--- config.mk ---
export PLATFORM = sky130hd
export DESIGN_NAME = printf_mailbox_writer
export DESIGN_NICKNAME = d
export VERILOG_FILES = /design/src/rtl/cep_printf_pkg.sv /design/src/rtl/printf_word_packer.sv /design/src/rtl/printf_mailbox_writer.sv
export SDC_FILE = /design/constraint.sdc
export NUM_CORES = 1
export LEC_CHECK = 0
export ABC_AREA = 0
export ABC_CLOCK_PERIOD_IN_PS = 4400
export BUFFER_PORTS_ARGS = -buffer_cell sky130_fd_sc_hd__buf_4
export CAP_MARGIN = 25
export CORE_MARGIN = 2
export CORE_UTILIZATION = 35
export CTS_CLUSTER_DIAMETER = 200
export DETAILED_ROUTE_END_ITERATION = 8
export PLACE_DENSITY_LB_ADDON = 0.05
export SLEW_MARGIN = 40
export SYNTH_ARGS = -nofsm -noshare
export SYNTH_HDL_FRONTEND = slang
export SYNTH_HIERARCHICAL = 1
export SYNTH_SLANG_ARGS = --single-unit
--- constraint.sdc ---
create_clock -name clk -period 4.4 [get_ports clk]
set_input_delay 0 -clock clk [delete_from_list [all_inputs] [get_ports clk]]
set_output_delay 0 -clock clk [all_outputs]
set_load 0.01 [all_outputs]
--- src/rtl/cep_printf_pkg.sv ---
// Shared constants and FSM state type for the printf mailbox writer.
package cep_printf_pkg;

    localparam int PRINTF_MAX_WORDS = 15;
    localparam int PRINTF_MAX_CHARS = 120;

    localparam logic [7:0] CHAR_NUL = 8'h00;
    localparam logic [7:0] CHAR_LF  = 8'h0A;

    typedef enum logic [2:0] {
        ST_IDLE     = 3'd0,
        ST_FILL     = 3'd1,
        ST_WRITE    = 3'd2,
        ST_CMD      = 3'd3,
        ST_WAIT_CLR = 3'd4
    } printf_state_t;

    function automatic logic is_terminator(input logic [7:0] c);
        return (c == CHAR_NUL) || (c == CHAR_LF);
    endfunction

endpackage

--- src/rtl/printf_word_packer.sv ---
// Packs characters MSByte-first into a 64-bit word; flags word/string end combinationally
// on the accepting push. Caller must not push while a completed word awaits pop.
module printf_word_packer
    import cep_printf_pkg::*;
(
    input  logic        clk,
    input  logic        rst,
    input  logic        clr,
    input  logic        push,
    input  logic [7:0]  push_dat,
    input  logic        pop,
    output logic [63:0] word_dat,
    output logic [3:0]  word_idx,
    output logic        word_end,
    output logic        str_end
);

    logic [2:0] lane;
    logic [6:0] char_cnt;
    logic       last_char;

    assign last_char = is_terminator(push_dat) || (char_cnt == 7'(PRINTF_MAX_CHARS - 1));
    assign word_end  = push && ((lane == 3'd7) || last_char);

    always_ff @(posedge clk) begin
        if (rst || clr) begin
            word_dat <= '0;
            word_idx <= '0;
            lane     <= '0;
            char_cnt <= '0;
            str_end  <= 1'b0;
        end else if (push) begin
            // lane 0 lands in bits [63:56]
            word_dat[{~lane, 3'b111} -: 8] <= push_dat;
            lane     <= lane + 3'd1;
            char_cnt <= char_cnt + 7'd1;
            if (last_char)
                str_end <= 1'b1;
        end else if (pop) begin
            word_dat <= '0;
            lane     <= '0;
            if (!str_end && (word_idx != 4'(PRINTF_MAX_WORDS - 1)))
                word_idx <= word_idx + 4'd1;
        end
    end

endmodule

--- src/rtl/printf_mailbox_writer.sv ---
// Streams a printf string into the scratchpad buffer word by word, then raises printf_cmd
// until the driver clears it; cmd rises 2 cycles after the terminator plus any mem_gnt stall.
module printf_mailbox_writer
    import cep_printf_pkg::*;
#(
    parameter logic [31:0] BUF_BASE     = 32'h8000_1000,
    parameter logic [1:0]  CORE_ID      = 2'd0,
    parameter logic [15:0] DONE_TIMEOUT = 16'd50000
) (
    input  logic        clk,
    input  logic        rst,
    input  logic        char_valid,
    input  logic [7:0]  char_data,
    output logic        char_ready,
    output logic        mem_req,
    output logic [31:0] mem_addr,
    output logic [63:0] mem_wdata,
    output logic [7:0]  mem_mask,
    input  logic        mem_gnt,
    output logic        printf_cmd,
    output logic [31:0] printf_addr,
    input  logic        printf_done,
    output logic        busy,
    output logic        err_timeout
);

    printf_state_t state, state_nxt;
    logic [15:0]   wait_cnt;
    logic          accept;
    logic          word_end;
    logic          str_end;
    logic          go_idle;
    logic          timed_out;
    logic [63:0]   word_dat;
    logic [3:0]    word_idx;

    assign char_ready = !rst && ((state == ST_IDLE) || (state == ST_FILL));
    assign accept     = char_valid && char_ready;
    assign timed_out  = (state == ST_WAIT_CLR) && !printf_done &&
                        (wait_cnt == DONE_TIMEOUT - 16'd1);

    printf_word_packer u_packer (
        .clk      (clk),
        .rst      (rst),
        .clr      (go_idle),
        .push     (accept),
        .push_dat (char_data),
        .pop      ((state == ST_WRITE) && mem_gnt),
        .word_dat (word_dat),
        .word_idx (word_idx),
        .word_end (word_end),
        .str_end  (str_end)
    );

    // A lone terminator accepted in IDLE already forms a complete word, so go straight to WRITE.
    always_comb begin
        state_nxt = state;
        case (state)
            ST_IDLE:     if (accept) state_nxt = word_end ? ST_WRITE : ST_FILL;
            ST_FILL:     if (accept && word_end) state_nxt = ST_WRITE;
            ST_WRITE:    if (mem_gnt) state_nxt = str_end ? ST_CMD : ST_FILL;
            ST_CMD:      state_nxt = ST_WAIT_CLR;
            ST_WAIT_CLR: if (printf_done || timed_out) state_nxt = ST_IDLE;
            default:     state_nxt = ST_IDLE;
        endcase
    end

    assign go_idle = (state != ST_IDLE) && (state_nxt == ST_IDLE);

    always_ff @(posedge clk) begin
        if (rst) begin
            state       <= ST_IDLE;
            wait_cnt    <= '0;
            err_timeout <= 1'b0;
        end else begin
            state    <= state_nxt;
            wait_cnt <= (state == ST_WAIT_CLR) ? wait_cnt + 16'd1 : 16'd0;
            if (timed_out)
                err_timeout <= 1'b1;
        end
    end

    assign mem_req     = (state == ST_WRITE);
    assign mem_addr    = mem_req ? BUF_BASE + {25'd0, word_idx, 3'b000} : 32'd0;
    assign mem_wdata   = mem_req ? word_dat : 64'd0;
    assign mem_mask    = mem_req ? 8'hFF : 8'h00;
    assign printf_cmd  = (state == ST_CMD) || (state == ST_WAIT_CLR);
    assign busy        = (state != ST_IDLE);
    assign printf_addr = BUF_BASE | {30'd0, CORE_ID};

endmodule

==> results.md, run 1 <==
* Outcome: complete, no violations
* CTS tree: done
* Type of origin of the critical path: primary input
* Die width at 127 um
* Final hold violations at 0
* Clock Latency Late Sink at 340 ps
* CP max stage cell: or4_1
* WL per Instance at 14.7 um
* YS warnings at 6
* DRC errors left at 0
* Core Util, Final at 41.1%
* Post-route minimum period at 3160 ps
* Syn Area/Cell at 8.35 sq um
* Tightest Hold Check Type: primary input to register
* Vias at 4,399
* Hold_buf cts at 7
* Crit path capture type: register
* Clock tree buffer depth at 2
* Share of cells above drive strength 1 at 19.7%
* Post-CTS sizing at 0
* Syn Inst Count at 636
* Fill cell instance count of the final layout at 1,547
* Pint at 0.00146 W
* GP Congestion at 0.724
* Max-cap violations at 0
* Logic gate share of total power at 6.2%
* Grt ovf at 0
* Leak at 2.41 nW
* Clock Pin Slew Worst Setup and Hold Paths at 70 ps
* DRT Wirelength at 13,000 um
* Most used routing layer in global routing: met2
* Ant diodes at 0
* CP Data Required Time at 4620 ps
* Crit-path max FO at 35
* GRT Resource Usage Total at 16.0%
* Sequential cell area fraction in the yosys report at 37.3%
* First-pass GRT wire length at 21,000 um
* Setup TNS at 0 ps
* Pin count of the biggest net entering global routing at 49
* Die height at 127 um
* CP Cell Sequence: dlygate4sd3_1 > buf_4 > or4_1 > nor4_1 > o31a_1 > nor2_1 > a211o_1 > nor4_1 > or2_2 > buf_4 > nor2_1
* PD cells at 307 mW/mm^2
* Initial antenna violation count at 0
* Slew HR at 44.4%
* Vias/cell at 4.98
* Post-synthesis cell area at 0.00531 sq mm
* Seq pwr share at 47.9%
* Ys flop type: dfxtp_1
* Setup bufs post-CTS at 0
* Starting DRT DRC Count at 271
* CTS root buf: clkbuf_16
* DIE AREA at 0.0162 sq mm
* M3 GR Usage at 2.72%
* Critical Path AT at 3380 ps
* Pre-CTS WS at 1420 ps
* M2 GR Usage at 26.1%
* Tcrit/Tclk final at 71.7%
* Final setup vio count at 0
* Post-synth EDFFs at 0
* Final net count at 714
* DRT antenna net count at 0
* Worst vdd ir at 0.158 mV
* CTS Buf Count at 9
* #FFs+latches synth at 99
* Switching share of power at 22.9%
* GR Util met1 at 21.3%
* CP peak stage delay at 590 ps
* Buffers added on ports at 95
* Clock share of power at 45.9%
* Std cell rows at 45
* Count of different cell masters after synthesis at 54
* Drt first pass iters at 4
* Num Clock Sinks at 99
* Switching power at 0.000434 W
* Hpwl dp at 8720 um
* Synthesis-to-finish area growth at 16.4%
* Vias in the first global route at 4,103
* F_max at 317 MHz
* Boundary Pins at 154
* Max Slew Vio Count at 0
* Htree depth at 3
* Async set or reset register ratio after synthesis at 0%
* Worst-margin pin slew at 834 ps
* Area of the core at 0.0150 sq mm
* Clock Skew at 6.61 ps
* Reg area at 0.00198 sq mm
* Initial core utilization at 35.3%
* RSZ-0062 raised after global routing: false
* Setup ws final at 1240 ps
* Multi-input logic area at 0.00277 sq mm
* Setup CP Type: primary input to register
## cell usage in the layout, fill, tap and decap left out, types with 7 or more instances in the layout
cell type / n
buf_4: 102
dlygate4sd3_1: 7
a32oi_1: 16
ha_1: 10
clkbuf_16: 9
nand3_1: 104
nor2_4: 9
nand2_1: 9
or3_1: 8
nor2_1: 33
inv_1: 7
conb_1: 58
o21ai_0: 7
dfxtp_1: 99
a21oi_1: 59
xor2_1: 11
and2_1: 71
nand4_1: 7
## through the flow
| step | cells | hold WS, ps | power (W) | cell area (sq um) |
|---|---|---|---|---|
| CTS | 884 | 1.59 | 0.00192 | 6180 |
| finish | 884 | 9.63 | 0.00190 | 6180 |
| detailed placement | 861 | 265 | 0.00104 | 5780 |
| global route | 884 | 10.3 | 0.00197 | 6180 |
| floorplan | 692 | 46.7 | 0.00104 | 5520 |
| global placement | 861 | 261 | 0.00104 | 5770 |
## power by group through the flow
stage,clock (W),combinational (W),sequential (W)
2_1_floorplan,0,0.000118,0.000926
3_3_place_gp,0,0.000110,0.000928
3_5_place_dp,0,0.000112,0.000929
4_1_cts,0.000893,0.000117,0.000908
5_1_grt,0.000932,0.000131,0.000909
6_report,0.000869,0.000118,0.000908
## final cells by class
type,instances,area share (%)
clock buffer,12,4.15
clock inverter,4,1.17
inverter,7,0.425
multi-input combinational,465,44.9
sequential,99,32.1
tap,188,3.80
timing repair buffer,109,13.5
## worst max-delay path, delay by kind of cell
family          cells  cell delay [ps]
buf+inv             3             1140
compound gates      2              510
simple gates        6             1720
## Yosys cell counts (8+ instances only)
library cell	number	area share, %
a21oi_1	59	5.6
a32oi_1	16	2.6
and2_1	71	8.4
buf_2	10	0.94
buf_4	68	9.6
clkbuf_1	33	2.3
dfxtp_1	99	37
ha_1	10	2.4
nand2_1	9	0.64
nand3_1	104	9.8
nor2_1	33	2.3
nor2_4	9	1.9
or3_1	8	0.94
xor2_1	11	1.8
## metal layers
metal  vias up  wire length [um]
met5         -                 0
met4         0               257
met3        15               609
met2       143              6090
met1      2055              6020
li1       2186                 -
## path summary, 6_finish.rpt
kind / startpoint / to / slack (ps) / cells past startpoint
worst max-delay path: char_data[5] / u_packer/word_dat[36] / 1240 / 11
worst min-delay path: char_data[1] / u_packer/word_dat[57] / 10 / 3
worst max register to register: u_packer/lane[1] / u_packer/word_dat[36] / 1380 / 9
worst min register to register: u_packer/word_dat[26] / u_packer/word_dat[26] / 460 / 2
## state kept, by name, indices dropped and copies added, names as in the netlist
| name | flops |
|---|---|
| err_timeout | 1 |
| state | 3 |
| u_packer/char_cnt | 7 |
| u_packer/lane | 3 |
| u_packer/str_end | 1 |
| u_packer/word_dat | 64 |
| u_packer/word_idx | 4 |
| wait_cnt | 16 |
## cell families after synthesis
family	Yosys count	share of synthesized area [%]
muxes	4	0.778
AOI/OAI and AO/OA	91	10.3
other	2	0.141
xor gates and xnor gates	16	2.64
adders and majority gates	10	2.36
buffers and inverters	128	14.8
DFF	99	37.3
and+or+nand+nor	286	31.6
Note: power is estimated with default switching activity, not from simulation.
==> run 2, diff against run 1 <==
--- a/config.mk
+++ b/config.mk
@@ -6,7 +6,7 @@
 export NUM_CORES = 1
 export LEC_CHECK = 0
 export ABC_AREA = 0
-export ABC_CLOCK_PERIOD_IN_PS = 4400
+export ABC_CLOCK_PERIOD_IN_PS = 3000
 export BUFFER_PORTS_ARGS = -buffer_cell sky130_fd_sc_hd__buf_4
 export CAP_MARGIN = 25
 export CORE_MARGIN = 2
==> constraint.sdc (replaced) <==
create_clock -name clk -period 3 [get_ports clk]
set_input_delay 0 -clock clk [delete_from_list [all_inputs] [get_ports clk]]
set_output_delay 0 -clock clk [all_outputs]
set_load 0.01 [all_outputs]
==> run 2 against run 1 <==
Against the previous run: clock-buffer cell count is 1 lower; non-clock buffer count rose by 7; die area unchanged; largest cell class unchanged; hold slack worse by 3.1 ps.
==> results.md, run 2 (synthesis results as in run 1) <==
* R2R Setup Slk at 530 ps (-850 ps)
* Largest reg by FF count: u_packer/word_dat
* Final setup vio count at 0 (unchanged)
* Ant diodes at 0 (unchanged)
* Crit-path max FO at 59 (+69%)
* Num Clock Sinks at 99 (unchanged)
* CP peak stage delay at 580 ps (about the same)
* Multi-input logic area at 0.00277 sq mm (about the same)
* Vias/cell at 4.97 (-0.15%)
* R2R cell count at 9 (unchanged)
* Max-cap violations at 0 (unchanged)
* Std cell rows at 45 (unchanged)
* Setup CP Type: primary input to register
* Initial antenna violation count at 0 (unchanged)
* Tcrit/Tclk final at 92.3%
* Htree depth at 3 (unchanged)
* DRT antenna net count at 0 (unchanged)
* HP Start: char_data[1]
* DIE AREA at 0.0162 sq mm (unchanged)
* RR Endpoint: u_packer/word_idx[2]
* Inst Count DP at 867 (+0.70%)
* Fill cell instance count of the final layout at 1,518 (-1.9%)
* Vias at 4,427 (+0.64%)
* GRT Resource Usage Total at 16.4% (+0.35 points)
* Type of origin of the critical path: primary input
* Reg area at 0.00198 sq mm (unchanged)
* Worst r2r src: u_packer/lane[0]
* Worst-margin pin slew at 646 ps (-188 ps)
* Setup TNS at 0 ps (unchanged)
* Clock share of power at 48.0% (+2.1 points)
* GP Congestion at 0.717 (-0.99%)
* CP Data Required Time at 3230 ps (-1390 ps)
* Max Slew Vio Count at 0 (unchanged)
* Largest registers: u_packer/word_dat: 64 flops, wait_cnt: 16 flops, u_packer/char_cnt: 7 flops
* Critical Path AT at 3000 ps (-380 ps)
* Initial core utilization at 35.3% (unchanged)
* Area of the core at 0.0150 sq mm (unchanged)
* Cell mode on critical path: nor2_1
* Max reg flops at 64 (unchanged)
* Final hold violations at 0 (unchanged)
* Tightest Hold Check Type: primary input to register
* CP Cell Sequence: dlygate4sd3_1 > buf_4 > or4_1 > nor4_1 > o31a_1 > nor2_1 > a211o_1 > nor4_2 > or2_2 > buf_12 > nor2_1
* Leak at 2.46 nW (+2.2%)
* CTS root buf: clkbuf_16
* Crit path capture type: register
* Outcome: complete, no violations
* PD cells at 463 mW/mm^2 (+51%)
* Synthesis-to-finish area growth at 18.2%
* Vias in the first global route at 4,164 (+1.5%)
* Hpwl dp at 8710 um (about the same)
* Share of cells above drive strength 1 at 20.2% (+0.52 points)
* Die width at 127 um (unchanged)
* Worst Setup SP: char_data[5]
* DRC errors left at 0 (unchanged)
* Pin count of the biggest net entering global routing at 80 (+63%)
* Starting DRT DRC Count at 370 (+37%)
* Seq pwr share at 45.9% (-2.0 points)
* Drt first pass iters at 4 (unchanged)
* CP max stage cell: or4_1
* CTS tree: done
* Die height at 127 um (unchanged)
* Setup bufs post-CTS at 0 (unchanged)
* Grt ovf at 0 (unchanged)
* Final net count at 721 (+0.98%)
* RSZ-0062 raised after global routing: false
* Clock Latency Late Sink at 350 ps (about the same)
* DRT Wirelength at 13,200 um (+2.0%)
* F_max at 361 MHz
* Hold Slack at 6.51 ps (-3.11 ps)
* Slew HR at 55.7% (+11 points)
* CTS Buf Count at 9 (unchanged)
* Clock tree buffer depth at 2 (unchanged)
* Switching power at 0.000634 W (+46%)
* WL per Instance at 14.9 um (+1.2%)
* Non-Filler Instances at 891 (+0.79%)
* Buffers added on ports at 95 (unchanged)
* Worst vdd ir at 0.331 mV (+110%)
* Boundary Pins at 154 (unchanged)
* Hold Path Depth at 3 (unchanged)
* Clock Pin Slew Worst Setup and Hold Paths at 70 ps (about the same)
* Logic gate share of total power at 6.2% (about the same)
* First-pass GRT wire length at 21,300 um (+1.5%)
* Post-route minimum period at 2770 ps
* Worst Setup EP: u_packer/word_dat[3]
* Core Util, Final at 41.7% (+0.62 points)
* Clock Skew at 6.31 ps (-0.298 ps)
* Most frequent cells in the layout: 107 x buf_4, 104 x nand3_1, 99 x dfxtp_1
* Commonest non-fill, non-tap cell in the layout: buf_4
* Pint at 0.00227 W (+55%)
* Switching share of power at 21.8% (-1.1 points)
==> run 2: cell types whose count changed in the layout (fill, tap and decap cells not counted), sizes merged <==
cell,before,now
clkinvlp,1,0
bufinv,2,4
buf,102,108
clkbuf,12,11
dlygate4sd3,7,8
==> run 2: repair_timing <==
item                                    CTS  global route
resized for setup                         0             1
endpoints found under the setup margin    0            78
hold buffers                              8             0
endpoints found under the hold margin    27             0
==> run 2: metal layers <==
metal / track usage, % / vias up / part of all wire (%)
met5: 0 / - / 0
met4: 5.37 / 0 / 1.5
met3: 2.72 / 13 / 4.7
met2: 27.9 / 136 / 48
met1: 21.2 / 2086 / 46
li1: - / 2192 / -
==> run 2: worst min-delay path by stage <==
stage | slack (ps) | endpoint
2_1_floorplan | 50 | char_ready
3_3_place_gp | 260 | state[2]
3_5_place_dp | 270 | state[2]
4_1_cts | 3 | u_packer/word_dat[62]
5_1_grt | 5 | u_packer/word_dat[54]
6_report | 7 | u_packer/word_dat[17]
==> run 2: layout make-up <==
type | count | share of cell area (%)
sequential | 99 | 31.6
clock buffer | 11 | 3.71
inverter | 7 | 0.419
tap | 188 | 3.75
multi-input combinational | 465 | 44.2
clock inverter | 5 | 1.99
timing repair buffer | 116 | 14.4
==> run 2: per-stage QoR <==
stage	setup WS [ps]	total power [W]	area [sq um]
finish	231	0.00291	6280
global route	26.6	0.00302	6280
CTS	202	0.00294	6270
detailed placement	380	0.00153	5830
global placement	459	0.00153	5830
floorplan	69.4	0.00153	5520
==> run 2: power groups by stage <==
stage | registers (W) | clock network, W | logic (W)
after floorplan | 0.00136 | 0 | 0.000173
after global placement | 0.00136 | 0 | 0.000170
after detailed placement | 0.00136 | 0 | 0.000171
after CTS | 0.00133 | 0.00143 | 0.000178
after global routing | 0.00133 | 0.00149 | 0.000199
final | 0.00133 | 0.00139 | 0.000179
==> run 2: worst max-delay path: cells and delay by family <==
family	cells	cell delay, ps
compound gates	2	510
buf+inv	3	1000
simple gates	6	1460
==> run 3, diff against run 2 <==
--- a/config.mk
+++ b/config.mk
@@ -10,12 +10,11 @@
 export BUFFER_PORTS_ARGS = -buffer_cell sky130_fd_sc_hd__buf_4
 export CAP_MARGIN = 25
 export CORE_MARGIN = 2
-export CORE_UTILIZATION = 35
+export CORE_UTILIZATION = 25
 export CTS_CLUSTER_DIAMETER = 200
 export DETAILED_ROUTE_END_ITERATION = 8
 export PLACE_DENSITY_LB_ADDON = 0.05
 export SLEW_MARGIN = 40
 export SYNTH_ARGS = -nofsm -noshare
 export SYNTH_HDL_FRONTEND = slang
-export SYNTH_HIERARCHICAL = 1
 export SYNTH_SLANG_ARGS = --single-unit
==> run 3 against run 2 <==
Against the previous run: largest power group is now sequential cells; final cell count is 2.7% higher; global-route usage is 3.7 points lower; design area is 4.6% lower; setup slack better by 600 ps; clock skew is 4.1 ps higher; die area is 31% higher; highest routed layer unchanged; clock-buffer cell count is 1 lower; clock power is 15% lower; largest cell class unchanged; sequential power hardly changed.
==> results.md, run 3 <==
* CTS tree: done
* Max Slew Vio Count at 0 (unchanged)
* Crit-path max FO at 14 (-76%)
* Final hold violations at 0 (unchanged)
* Crit path capture type: register
* Setup TNS at 0 ps (unchanged)
* Commonest non-fill, non-tap cell in the layout: buf_4
* CTS root buf: clkbuf_16
* Most frequent cells in the layout: 102 x buf_4, 99 x dfxtp_1, 94 x nor2_1
* Vias at 3,974 (-10%)
* F_max at 460 MHz (+27%)
* YS warnings at 0 (-6)
* Tightest Hold Check Type: primary input to register
* Vias/cell at 4.34 (-13%)
* Clock Latency Late Sink at 350 ps (about the same)
* Top post-synthesis cells by area: dfxtp_1 40%, buf_4 11%, a22oi_1 9.8%, and2_1 8.8%, nor2_1 7.1%
* Initial antenna violation count at 0 (unchanged)
* Hold Path Depth at 3 (unchanged)
* Synthesis-to-finish area growth at 20.0%
* Setup CP Type: register to register
* Top post-synthesis cells by count: 99 x dfxtp_1, 94 x nor2_1, 70 x and2_1, 70 x buf_4, 65 x a22oi_1
* DIE AREA at 0.0211 sq mm (+31%)
* Initial core utilization at 25.6% (-9.8 points)
* Largest reg by FF count: u_packer.word_dat
* Share of the synthesized area in the top cell type at 39.7% (+2.4 points)
* Std cell rows at 51 (+13%)
* Starting DRT DRC Count at 240 (-35%)
* DRT Wirelength at 13,700 um (+3.3%)
* Drt first pass iters at 4 (unchanged)
* Slew HR at 42.2% (-14 points)
* Syn Area/Cell at 8.70 sq um (+4.1%)
* CP Data Required Time at 3290 ps (+60 ps)
* Buffers added on ports at 95 (unchanged)
* #FFs+latches synth at 99 (unchanged)
* Synth area leader: dfxtp_1
* DRT antenna net count at 0 (unchanged)
* Pin count of the biggest net entering global routing at 80 (unchanged)
* Type of origin of the critical path: register
* Worst r2r src: state[2]
* Core Util, Final at 30.7% (-11 points)
* Top-count cell post-synth: dfxtp_1
* Post-synthesis cell area at 0.00499 sq mm (-6.0%)
* First-pass GRT wire length at 21,200 um (-0.39%)
* Share of cells above drive strength 1 at 21.1% (+0.88 points)
* Num Clock Sinks at 99 (unchanged)
* GP Congestion at 0.739 (+3.1%)
* WL per Instance at 14.9 um (+0.63%)
* Sequential cell area fraction in the yosys report at 39.7% (+2.4 points)
* Tcrit/Tclk final at 72.4% (-20 points)
* Largest registers: u_packer.word_dat: 64 flops, wait_cnt: 16 flops, u_packer.char_cnt: 7 flops
* Post-CTS sizing at 0 (unchanged)
* Count of different cell masters after synthesis at 47 (-13%)
* Clock Pin Slew Worst Setup and Hold Paths at 70 ps (about the same)
* Hold_buf cts at 3 (-5)
* Ant diodes at 0 (unchanged)
* Final setup vio count at 0 (unchanged)
* Critical Path AT at 2460 ps (-540 ps)
* Htree depth at 3 (unchanged)
* Grt ovf at 0 (unchanged)
* Area of the core at 0.0195 sq mm (+30%)
* Clock Skew at 10.4 ps (+4.10 ps)
* Total Power at 0.00274 W (-5.5%)
* GRT Resource Usage Total at 12.6% (-3.7 points)
* Syn Inst Count at 574 (-9.7%)
* Max reg flops at 64 (unchanged)
* HP Start: char_data[7]
* Clock tree buffer depth at 2 (unchanged)
* Ys flop type: dfxtp_1
* Post-DP Area at 0.00566 sq mm (-3.0%)
* Setup bufs post-CTS at 0 (unchanged)
* Final Cell Area at 0.00599 sq mm (-4.6%)
* Leak at 2.38 nW (-3.4%)
* Final net count at 668 (-7.4%)
* RR Endpoint: u_packer.word_dat[14]
* Worst vdd ir at 0.258 mV (-22%)
* CTS Buf Count at 9 (unchanged)
* Hold endpoint: u_packer.word_dat[23]
* RSZ-0062 raised after global routing: false
* Async set or reset register ratio after synthesis at 0% (unchanged)
* Max-cap violations at 0 (unchanged)
* Post-route minimum period at 2170 ps (-597 ps)
* R2R Setup Slk at 830 ps (+300 ps)
* Outcome: complete, no violations
* Worst-margin pin slew at 864 ps (+217 ps)
* PD cells at 458 mW/mm^2 (-1.0%)
* R2R cell count at 5 (-4)
* Die width at 145 um (+14%)
* Die height at 145 um (+14%)
* Post-synth EDFFs at 0 (unchanged)
* Boundary Pins at 154 (unchanged)
* DRC errors left at 0 (unchanged)
* Vias in the first global route at 3,772 (-9.4%)
* Worst Setup SP: state[2]
* Hpwl dp at 9010 um (+3.4%)
[run 3: cell types whose count changed after synthesis, sizes merged, moves of 16 or more]
cell / previous run / this run
nand3: 104 / 12
a22oi: 0 / 65
nor2: 43 / 94
a21oi: 59 / 12
a32oi: 16 / 0
clkbuf: 34 / 18
[run 3: kinds of logic after synthesis]
family | after synthesis | share of synthesized area [%]
fa+ha+maj | 10 | 2.51
compound gates | 95 | 13.4
simple gates | 239 | 26.6
xor+xnor | 20 | 3.51
other cells | 2 | 0.150
flops | 99 | 39.7
buf+inv | 109 | 14.0
[run 3: layout make-up]
cell class | count | area (sq um)
Fill cell | 2090 | 13500
Tap cell | 265 | 332
Inverter | 7 | 26.3
Multi-Input combinational cell | 422 | 2540
Clock buffer | 10 | 229
Clock inverter | 6 | 66.3
Sequential cell | 99 | 1980
Timing Repair Buffer | 106 | 816
[run 3: worst max path at each step]
stage,cells past startpoint,to
2_1_floorplan,7,u_packer.lane[1]
3_3_place_gp,5,u_packer.word_dat[15]
3_5_place_dp,5,u_packer.word_dat[21]
4_1_cts,5,u_packer.word_dat[21]
5_1_grt,6,u_packer.word_dat[36]
6_report,5,u_packer.word_dat[14]
[run 3: routing by layer]
metal / global-route usage (%) / vias to the layer above / part of all wire, % / wire (um)
met5: 0 / - / 0 / 0
met4: 2.84 / 0 / 1.0 / 142
met3: 3.46 / 14 / 4.6 / 626
met2: 20.0 / 117 / 45 / 6210
met1: 17.2 / 1869 / 49 / 6700
li1: - / 1974 / - / -
[run 3: report_power, final]
part	internal [W]	total [W]	switching (W)	leakage, nW
Sequential	0.00133	0.00134	0.0000162	0.799
Clock	0.000648	0.00118	0.000532	0.135
Combinational	0.0000660	0.000223	0.000157	1.44
[run 3: metrics by stage]
| step | hold WS, ps | cells | setup WS, ps |
|---|---|---|---|
| 2_1_floorplan | 120 | 630 | 1150 |
| 3_3_place_gp | 243 | 896 | 852 |
| 3_5_place_dp | 252 | 896 | 837 |
| 4_1_cts | 35.6 | 915 | 808 |
| 5_1_grt | 53.6 | 915 | 643 |
| 6_report | 44.0 | 915 | 828 |
[run 3: worst max-delay path: stages, from the launching register on]
cell     delay, ps
dfxtp_1        460
or4b_1         570
buf_4          230
nor3_2         530
a22oi_1        180
nor2_1         130
